--- src/rtl/ysyx_24080006_idq.sv ---
// Decoded-instruction queue between IFU and EXU. Register usage is pre-decoded at enqueue,
// and a per-register pending-write counter gates issue of the head entry.
module ysyx_24080006_idq #(
   parameter int DEPTH     = 4,
   parameter int REG_WIDTH = 4,
   parameter int CNT_W     = 2
) (
   input  logic                 clock,
   input  logic                 reset,
   input  logic                 flush,
   input  logic                 in_valid,
   output logic                 in_ready,
   input  logic [31:0]          in_inst,
   input  logic [31:0]          in_pc,
   output logic                 out_valid,
   input  logic                 out_ready,
   output logic [31:0]          out_inst,
   output logic [31:0]          out_pc,
   output logic [REG_WIDTH-1:0] out_rs1,
   output logic [REG_WIDTH-1:0] out_rs2,
   output logic [REG_WIDTH-1:0] out_rd,
   output logic                 out_reg_we,
   output logic                 out_inst_err,
   input  logic                 wb_valid,
   input  logic [REG_WIDTH-1:0] wb_rd
);

   localparam int PTR_W = $clog2(DEPTH);
   localparam int NREG  = 1 << REG_WIDTH;

   typedef enum logic [6:0] {
      OPC_LUI      = 7'b0110111,
      OPC_AUIPC    = 7'b0010111,
      OPC_JAL      = 7'b1101111,
      OPC_JALR     = 7'b1100111,
      OPC_BRANCH   = 7'b1100011,
      OPC_LOAD     = 7'b0000011,
      OPC_STORE    = 7'b0100011,
      OPC_OP_IMM   = 7'b0010011,
      OPC_OP       = 7'b0110011,
      OPC_MISC_MEM = 7'b0001111,
      OPC_SYSTEM   = 7'b1110011
   } opcode_e;

   typedef struct packed {
      logic [31:0]          inst;
      logic [31:0]          pc;
      logic [REG_WIDTH-1:0] rs1;
      logic [REG_WIDTH-1:0] rs2;
      logic [REG_WIDTH-1:0] rd;
      logic                 we;
      logic                 err;
   } entry_t;

   entry_t             q [DEPTH];
   logic [PTR_W-1:0]   rd_ptr, wr_ptr;
   logic [PTR_W:0]     count;
   logic [CNT_W-1:0]   cnt [NREG];

   entry_t             head, dec;
   logic               full, empty, hazard, enq, fire;
   logic [NREG-1:0]    inc_v, dec_v;

   function automatic logic out_of_range(input logic [4:0] f);
      if (REG_WIDTH >= 5) return 1'b0;
      return (f >> REG_WIDTH) != 5'd0;
   endfunction

   always_comb begin
      logic       u1, u2, ud, err;
      logic [4:0] f_rs1, f_rs2, f_rd;
      f_rs1 = in_inst[19:15];
      f_rs2 = in_inst[24:20];
      f_rd  = in_inst[11:7];
      u1 = 1'b0; u2 = 1'b0; ud = 1'b0; err = 1'b0;
      case (opcode_e'(in_inst[6:0]))
         OPC_LUI, OPC_AUIPC, OPC_JAL:      ud = 1'b1;
         OPC_OP:                           begin u1 = 1'b1; u2 = 1'b1; ud = 1'b1; end
         OPC_OP_IMM, OPC_LOAD, OPC_JALR:   begin u1 = 1'b1; ud = 1'b1; end
         OPC_STORE, OPC_BRANCH:            begin u1 = 1'b1; u2 = 1'b1; end
         OPC_SYSTEM: begin
            if (in_inst[14:12] != 3'b000) begin
               ud = 1'b1;
               u1 = ~in_inst[14];
            end
         end
         OPC_MISC_MEM:                     ;
         default:                          err = 1'b1;
      endcase
      if ((u1 && out_of_range(f_rs1)) || (u2 && out_of_range(f_rs2)) || (ud && out_of_range(f_rd)))
         err = 1'b1;
      if (err) begin u1 = 1'b0; u2 = 1'b0; ud = 1'b0; end
      dec      = '0;
      dec.inst = in_inst;
      dec.pc   = in_pc;
      dec.rs1  = u1 ? f_rs1[REG_WIDTH-1:0] : '0;
      dec.rs2  = u2 ? f_rs2[REG_WIDTH-1:0] : '0;
      dec.rd   = ud ? f_rd[REG_WIDTH-1:0]  : '0;
      dec.we   = ud && (f_rd[REG_WIDTH-1:0] != '0);
      dec.err  = err;
   end

   assign head  = q[rd_ptr];
   assign full  = count == (PTR_W+1)'(DEPTH);
   assign empty = count == '0;

   // Unused sources are stored as x0 and cnt[0] can never leave zero, so the use flags fold away.
   assign hazard = (cnt[head.rs1] != '0) || (cnt[head.rs2] != '0) ||
                   (head.we && (cnt[head.rd] == '1));

   assign in_ready  = !full;
   assign out_valid = !empty && !hazard && !flush;
   assign enq       = in_valid && in_ready && !flush;
   assign fire      = out_valid && out_ready;

   assign out_inst     = head.inst;
   assign out_pc       = head.pc;
   assign out_rs1      = head.rs1;
   assign out_rs2      = head.rs2;
   assign out_rd       = head.rd;
   assign out_reg_we   = head.we;
   assign out_inst_err = head.err;

   always_ff @(posedge clock or posedge reset) begin
      if (reset) begin
         rd_ptr <= '0;
         wr_ptr <= '0;
         count  <= '0;
         for (int unsigned i = 0; i < DEPTH; i++) q[i] <= '0;
      end else if (flush) begin
         rd_ptr <= '0;
         wr_ptr <= '0;
         count  <= '0;
      end else begin
         if (enq) begin
            q[wr_ptr] <= dec;
            wr_ptr    <= wr_ptr + PTR_W'(1);
         end
         if (fire) rd_ptr <= rd_ptr + PTR_W'(1);
         case ({enq, fire})
            2'b10:   count <= count + (PTR_W+1)'(1);
            2'b01:   count <= count - (PTR_W+1)'(1);
            default: ;
         endcase
      end
   end

   always_comb begin
      inc_v = '0;
      dec_v = '0;
      for (int unsigned r = 0; r < NREG; r++) begin
         inc_v[r] = fire && head.we && (head.rd == REG_WIDTH'(r));
         dec_v[r] = wb_valid && (wb_rd == REG_WIDTH'(r)) && (r != 0) && (cnt[r] != '0);
      end
   end

   always_ff @(posedge clock or posedge reset) begin
      if (reset) begin
         for (int unsigned r = 0; r < NREG; r++) cnt[r] <= '0;
      end else begin
         for (int unsigned r = 0; r < NREG; r++) begin
            if (inc_v[r] && !dec_v[r])      cnt[r] <= cnt[r] + CNT_W'(1);
            else if (dec_v[r] && !inc_v[r]) cnt[r] <= cnt[r] - CNT_W'(1);
         end
      end
   end

endmodule

--- config.mk ---
export PLATFORM = sky130hd
export DESIGN_NAME = ysyx_24080006_idq
export DESIGN_NICKNAME = d
export VERILOG_FILES = /design/src/rtl/ysyx_24080006_idq.sv
export SDC_FILE = /design/constraint.sdc
export NUM_CORES = 1
export LEC_CHECK = 0
export CAP_MARGIN = 30
export CORE_AREA = 4 4 203 146
export DETAILED_ROUTE_END_ITERATION = 10
export DIE_AREA = 0 0 207 150
export PLACE_DENSITY = 0.91
export REMOVE_ABC_BUFFERS = 1
export SLEW_MARGIN = 5
export SYNTH_ARGS = -nofsm -noshare
export SYNTH_HDL_FRONTEND = slang
export SYNTH_SLANG_ARGS = --single-unit
--- constraint.sdc ---
create_clock -name clock -period 34.1 [get_ports clock]
set_clock_uncertainty 0.05 [all_clocks]
set_input_delay 10.23 -clock clock [delete_from_list [all_inputs] [get_ports clock]]
set_output_delay 10.23 -clock clock [all_outputs]
set_load 0.01 [all_outputs]
Yosys cells after proc, flatten, opt, wreduce, memory -nomap -nowiden

Index checks and enable logic that the tools add are counted.

Register bits: 351
Bits of input ports: 74
Output and inout port bits: 80

Add/subtract/negate cells: 35
Order comparisons: 6
Eq/ne operators: 45
Multiplexer cells: 64
Bitwise gates (word level): 7
Reduce and logical (&&, ||, !) cells: 170

Operators with widths:

| operator            | count |
|---|---|
| $bwmux 312          | 1 |
| $mux 78             | 3 |
| $bmux 78 s2         | 1 |
| $demux 78 s2        | 1 |
| $logic_and 1x1->1   | 88 |
| $mux 2              | 40 |
| $reduce_bool 2->1   | 34 |
| $eq 4x4->1 const B  | 16 |
| $add 2x1->2 const B | 18 |
| $logic_not 1->1     | 34 |
| $eq 4x3->1 const B  | 8 |
| $sub 2x1->2 const B | 15 |
| $eq 7x7->1 const B  | 4 |
| $bmux 2 s4          | 3 |
| $eq 7x6->1 const B  | 3 |
| $eq 4x2->1 const B  | 4 |
| $ge 5x5->1 const B  | 3 |
| $not 4->5           | 3 |
| $eq 7x5->1 const B  | 2 |
| $mux 4              | 3 |
| $reduce_or 11->1    | 1 |
| $eq 4x1->1 const B  | 2 |
| $mux 1              | 8 |
| $eq 7x2->1 const B  | 1 |
| 22 further kinds    | 31 |

Logic depth before layout (Yosys ltp)

Depth after elaboration: 21
Mapped depth: 15

Worst setup path after synthesis

OpenSTA, ideal clock, no wires.

Path type: input port to output port
From: input flush
To: output out_valid
Arrival time: 11.415 ns
Setup slack: 12.405 ns
Stages: 4
Path buffers: 1
Path through: clkbuf_1 > or4_1 > a31oi_1 > nor3b_1

Longest elaborated chain between the ends: 2

RTL lines:

| what              | line | RTL |
|---|---|---|
| start, declared   | 10   | `input logic flush,` |
| $logic_not 1->1   | 112  | `assign out_valid = !empty && !hazard && !flush;` |
| $logic_and 1x1->1 | 112  |  |
| end, declared     | 15   | `output logic out_valid,` |

No other way between the ends.

Worst setup path in the final report

Ends and elaborated chain as after synthesis.

==> results.md <==
* Mapped Cells at 1160
* Number of fill cells in the layout at between 1500 and 2000
* Sinks on the clock net at between 300 and 400
* Instance count along the most critical hold path at 2
* Cell-by-cell listing of the critical path: clkdlybuf4s50_1, or4_1, a31oi_1, nor3b_1, clkdlybuf4s50_1
* Area overhead of the layout relative to synthesis at 19.51%
* Max_cap viols at 0
* Overall overflow remaining after global route at 0
* Cell with the biggest individual delay on the critical path: clkdlybuf4s50_1
* Antenna cell count at 0
* Buffer count from post-CTS setup fixing at 0
* Wire length of the first global-routing pass at 60.58 mm
* Routed wire length on met2 at 17.97 mm
* Sequential share of the synthesized area at 54.30%
* Max-slew violation count at 0
* Clock-pin transition on the worst setup and hold timing paths at 0.06 ns
* Number of DRC markers in iteration 0 at about 700
* CTS-repair resized insts at 0
* Req. time, crit path at between 20 and 25 ns
* Routed length on met1 at 15.68 mm
* DRC errors left at 0
* Slew at the pin closest to its max-slew limit at 0.9751 ns
* Final Critical Period at 22.79 ns
* Final Routed Wirelength at about 37 mm
* Die area at slightly above 0.03 sq mm
* First-pass iteration count of the detailed router at 5
* Initial antenna violation count at 2
* Hold Crit Class: reg -> reg
* Hold buffers post-CTS at 0
* Worst slew margin relative to its limit at around a third
* Crit path launch type: primary input
* Worst hold path startpoint: q[86]
* Depth of the worst register-to-register path at 13
* Count of endpoints failing setup in the final report at 0
* Setup repair after global routing missed its margin: false
* Worst hold endpoint: q[86]
* Vias per cell at 6.081
* Number of enable flip-flop cells after synthesis at 0
* WL met3 at 2.768 mm
* Most frequent standard cell in the layout excluding fill and tap cells: dfrtp_1
* Most used flip-flop cell after synthesis: dfrtp_1
* I/O pin count at 154
* Root Driver: clkbuf_16
* Initial Util at roughly three fifths
* Mean cell area of the mapped netlist at 13.94 sq um
* Net count of the finished layout at 1389
* Outcome: finished, final reports clean
* Highest attainable clock frequency at 0.04388 GHz
* Total via count after detailed routing at slightly above 10000
* Cell type with the highest occurrence count on the critical path: clkdlybuf4s50_1
* H-tree levels at 2
* VDD IR max at 0.00004407 V
* Core box area at 0.02757 sq mm
* Number of endpoints with negative hold slack in the final report at 0
* Synthesis warning total at 0
* Final standard cell utilization of the core at 70.13%
* Proportion of register bits with asynchronous set or reset after synthesis at 100.0%
* Number of unique standard cell types used by synthesis at 52
* Final Worst Setup Slack at 11.31 ns
* Highest layer used for signal routing: met5
* Remaining number of nets flagged by the antenna check after routing at 0
* Share of the cycle needed by the critical path after routing at ~67%
* Post-synth design cell area at approximately 0.016 sq mm
* CP Capture Type: output port
* Hold Worst Slack at 0.4258 ns
* Crit path largest cell delay at about 0.6 ns
* CTS buffer count at 35
* Maximum number of pins on one net before global-route repair at 139
* Vertical extent of the die at 150 microns
* Data arrival time of the critical path at 12.51 ns
* Endpoint of the worst register-to-register path: count[2]
* Sum of negative setup slack at 0 ns
* Number of buffer cells added on primary ports at 153
* Cell Rows at between 50 and 60
* Category of the critical setup timing path: in -> out
* Worst-skew pair later-pin latency at 0.53 ns
* Half-perimeter wire length after placement at approximately 23 mm
* Power per unit of standard cell area at around 71 mW/mm^2
* Commonest non-fill, non-tap cells in the layout: dfrtp_1, mux2_2, clkdlybuf4s50_1
* Die boundary width at 207 microns
* CTS max path bufs at 3
* Critical-path maximum fanout at 10
* Layout cells sized above 1 at 31.21%
* Number of global-route vias before repair at 11200
* Reg-to-reg slack, setup at 29.23 ns
* RR Startpoint: rd_ptr[1]
* WL/cell at 22.08 microns
* TritonCTS clock tree: built
* Global Route Usage Sum at about a quarter
* Cell leakage power at 8.311 nW
* Pre-CTS WS at 11.34 ns
* GP Congestion at 0.8573
* Count of state elements after synthesis at 351
==> where the power goes <==
group	internal (mW)	switching [mW]
Clock	0.235	0.164
Sequential	0.542	0.0851
Combinational	0.211	0.127
==> critical path: cells and delay by family <==
kind / cells / cell delay (ns)
buf+inv: 2 / 1.19
compound gates: 1 / 0.21
simple gates: 2 / 0.88
==> sequential cells by signal (all words and copies together), names as in the netlist <==
name / count
q: 312
cnt: 32
count: 3
rd_ptr: 2
wr_ptr: 2
==> Yosys cell counts (4+ instances only) <==
master    instances  area share [%]
a21oi_1           6            0.19
buf_1            22            0.51
buf_2             8            0.25
clkbuf_1         37            0.86
dfrtp_1         351              54
ha_1             19             1.5
inv_1             8            0.19
mux2_2          246              17
mux2i_1           7            0.43
mux4_2           84              12
nand2_1         109             2.5
nand3_1           5            0.15
nand3b_1         14            0.65
nand4b_1          6            0.32
nor2_1           43             1.0
nor2b_1           5            0.19
nor3_1            6            0.19
nor4_1           15            0.58
o21ai_0          74             2.3
o311ai_0          4            0.22
xnor2_1          16            0.87
xor2_1           31             1.7
==> metrics by stage <==
| step | instance area [sq um] | std cells | total power [mW] |
|---|---|---|---|
| floorplan | 15890 | 1090 | 0.8268 |
| global placement | 18000 | 1624 | 0.9340 |
| detailed placement | 18030 | 1625 | 0.9613 |
| CTS | 19220 | 1687 | 1.368 |
| global route | 19330 | 1691 | 1.429 |
| finish | 19330 | 1691 | 1.363 |
==> routing by layer <==
metal / vias up / global-route usage, %
met5: - / 0
met4: 4 / 6.739
li1: 4501 / -
met3: 85 / 6.056
met1: 5335 / 33.77
met2: 358 / 39.05
==> how the worst max path moves through the flow <==
stage                     startpoint        end  slack, ns  cells after the start
final                          flush  out_valid      11.31                      5
after floorplan                flush  out_valid      12.58                      3
after detailed placement       flush  out_valid      11.34                      5
after global placement         flush  out_valid      11.32                      5
after global routing           flush  out_valid      11.25                      5
after CTS                      flush  out_valid      11.32                      5
==> area by class of cell <==
cell class | count | area [sq um] | share of cell area (%)
Clock buffer | 49 | 1030 | 5.327
Multi-Input combinational cell | 730 | 7099 | 36.73
Inverter | 9 | 41.29 | 0.2136
Tap cell | 371 | 464.2 | 2.401
Timing Repair Buffer | 168 | 1744 | 9.023
Clock inverter | 13 | 161.4 | 0.8350
Sequential cell | 351 | 8791 | 45.48
==> logic make-up (layout without fill, tap and decap cells) <==
kind of cell    count (synthesis)  after routing  share of synthesized area, %
flops                         351            351                         54.30
mux                           337            337                         29.25
simple gates                  221            221                         6.482
compound gates                104            104                         3.690
buf+inv                        79            239                         1.996
xor+xnor                       48             48                         2.684
fa+ha+maj                      20             20                         1.593
Note: power is estimated with default switching activity, not from simulation.
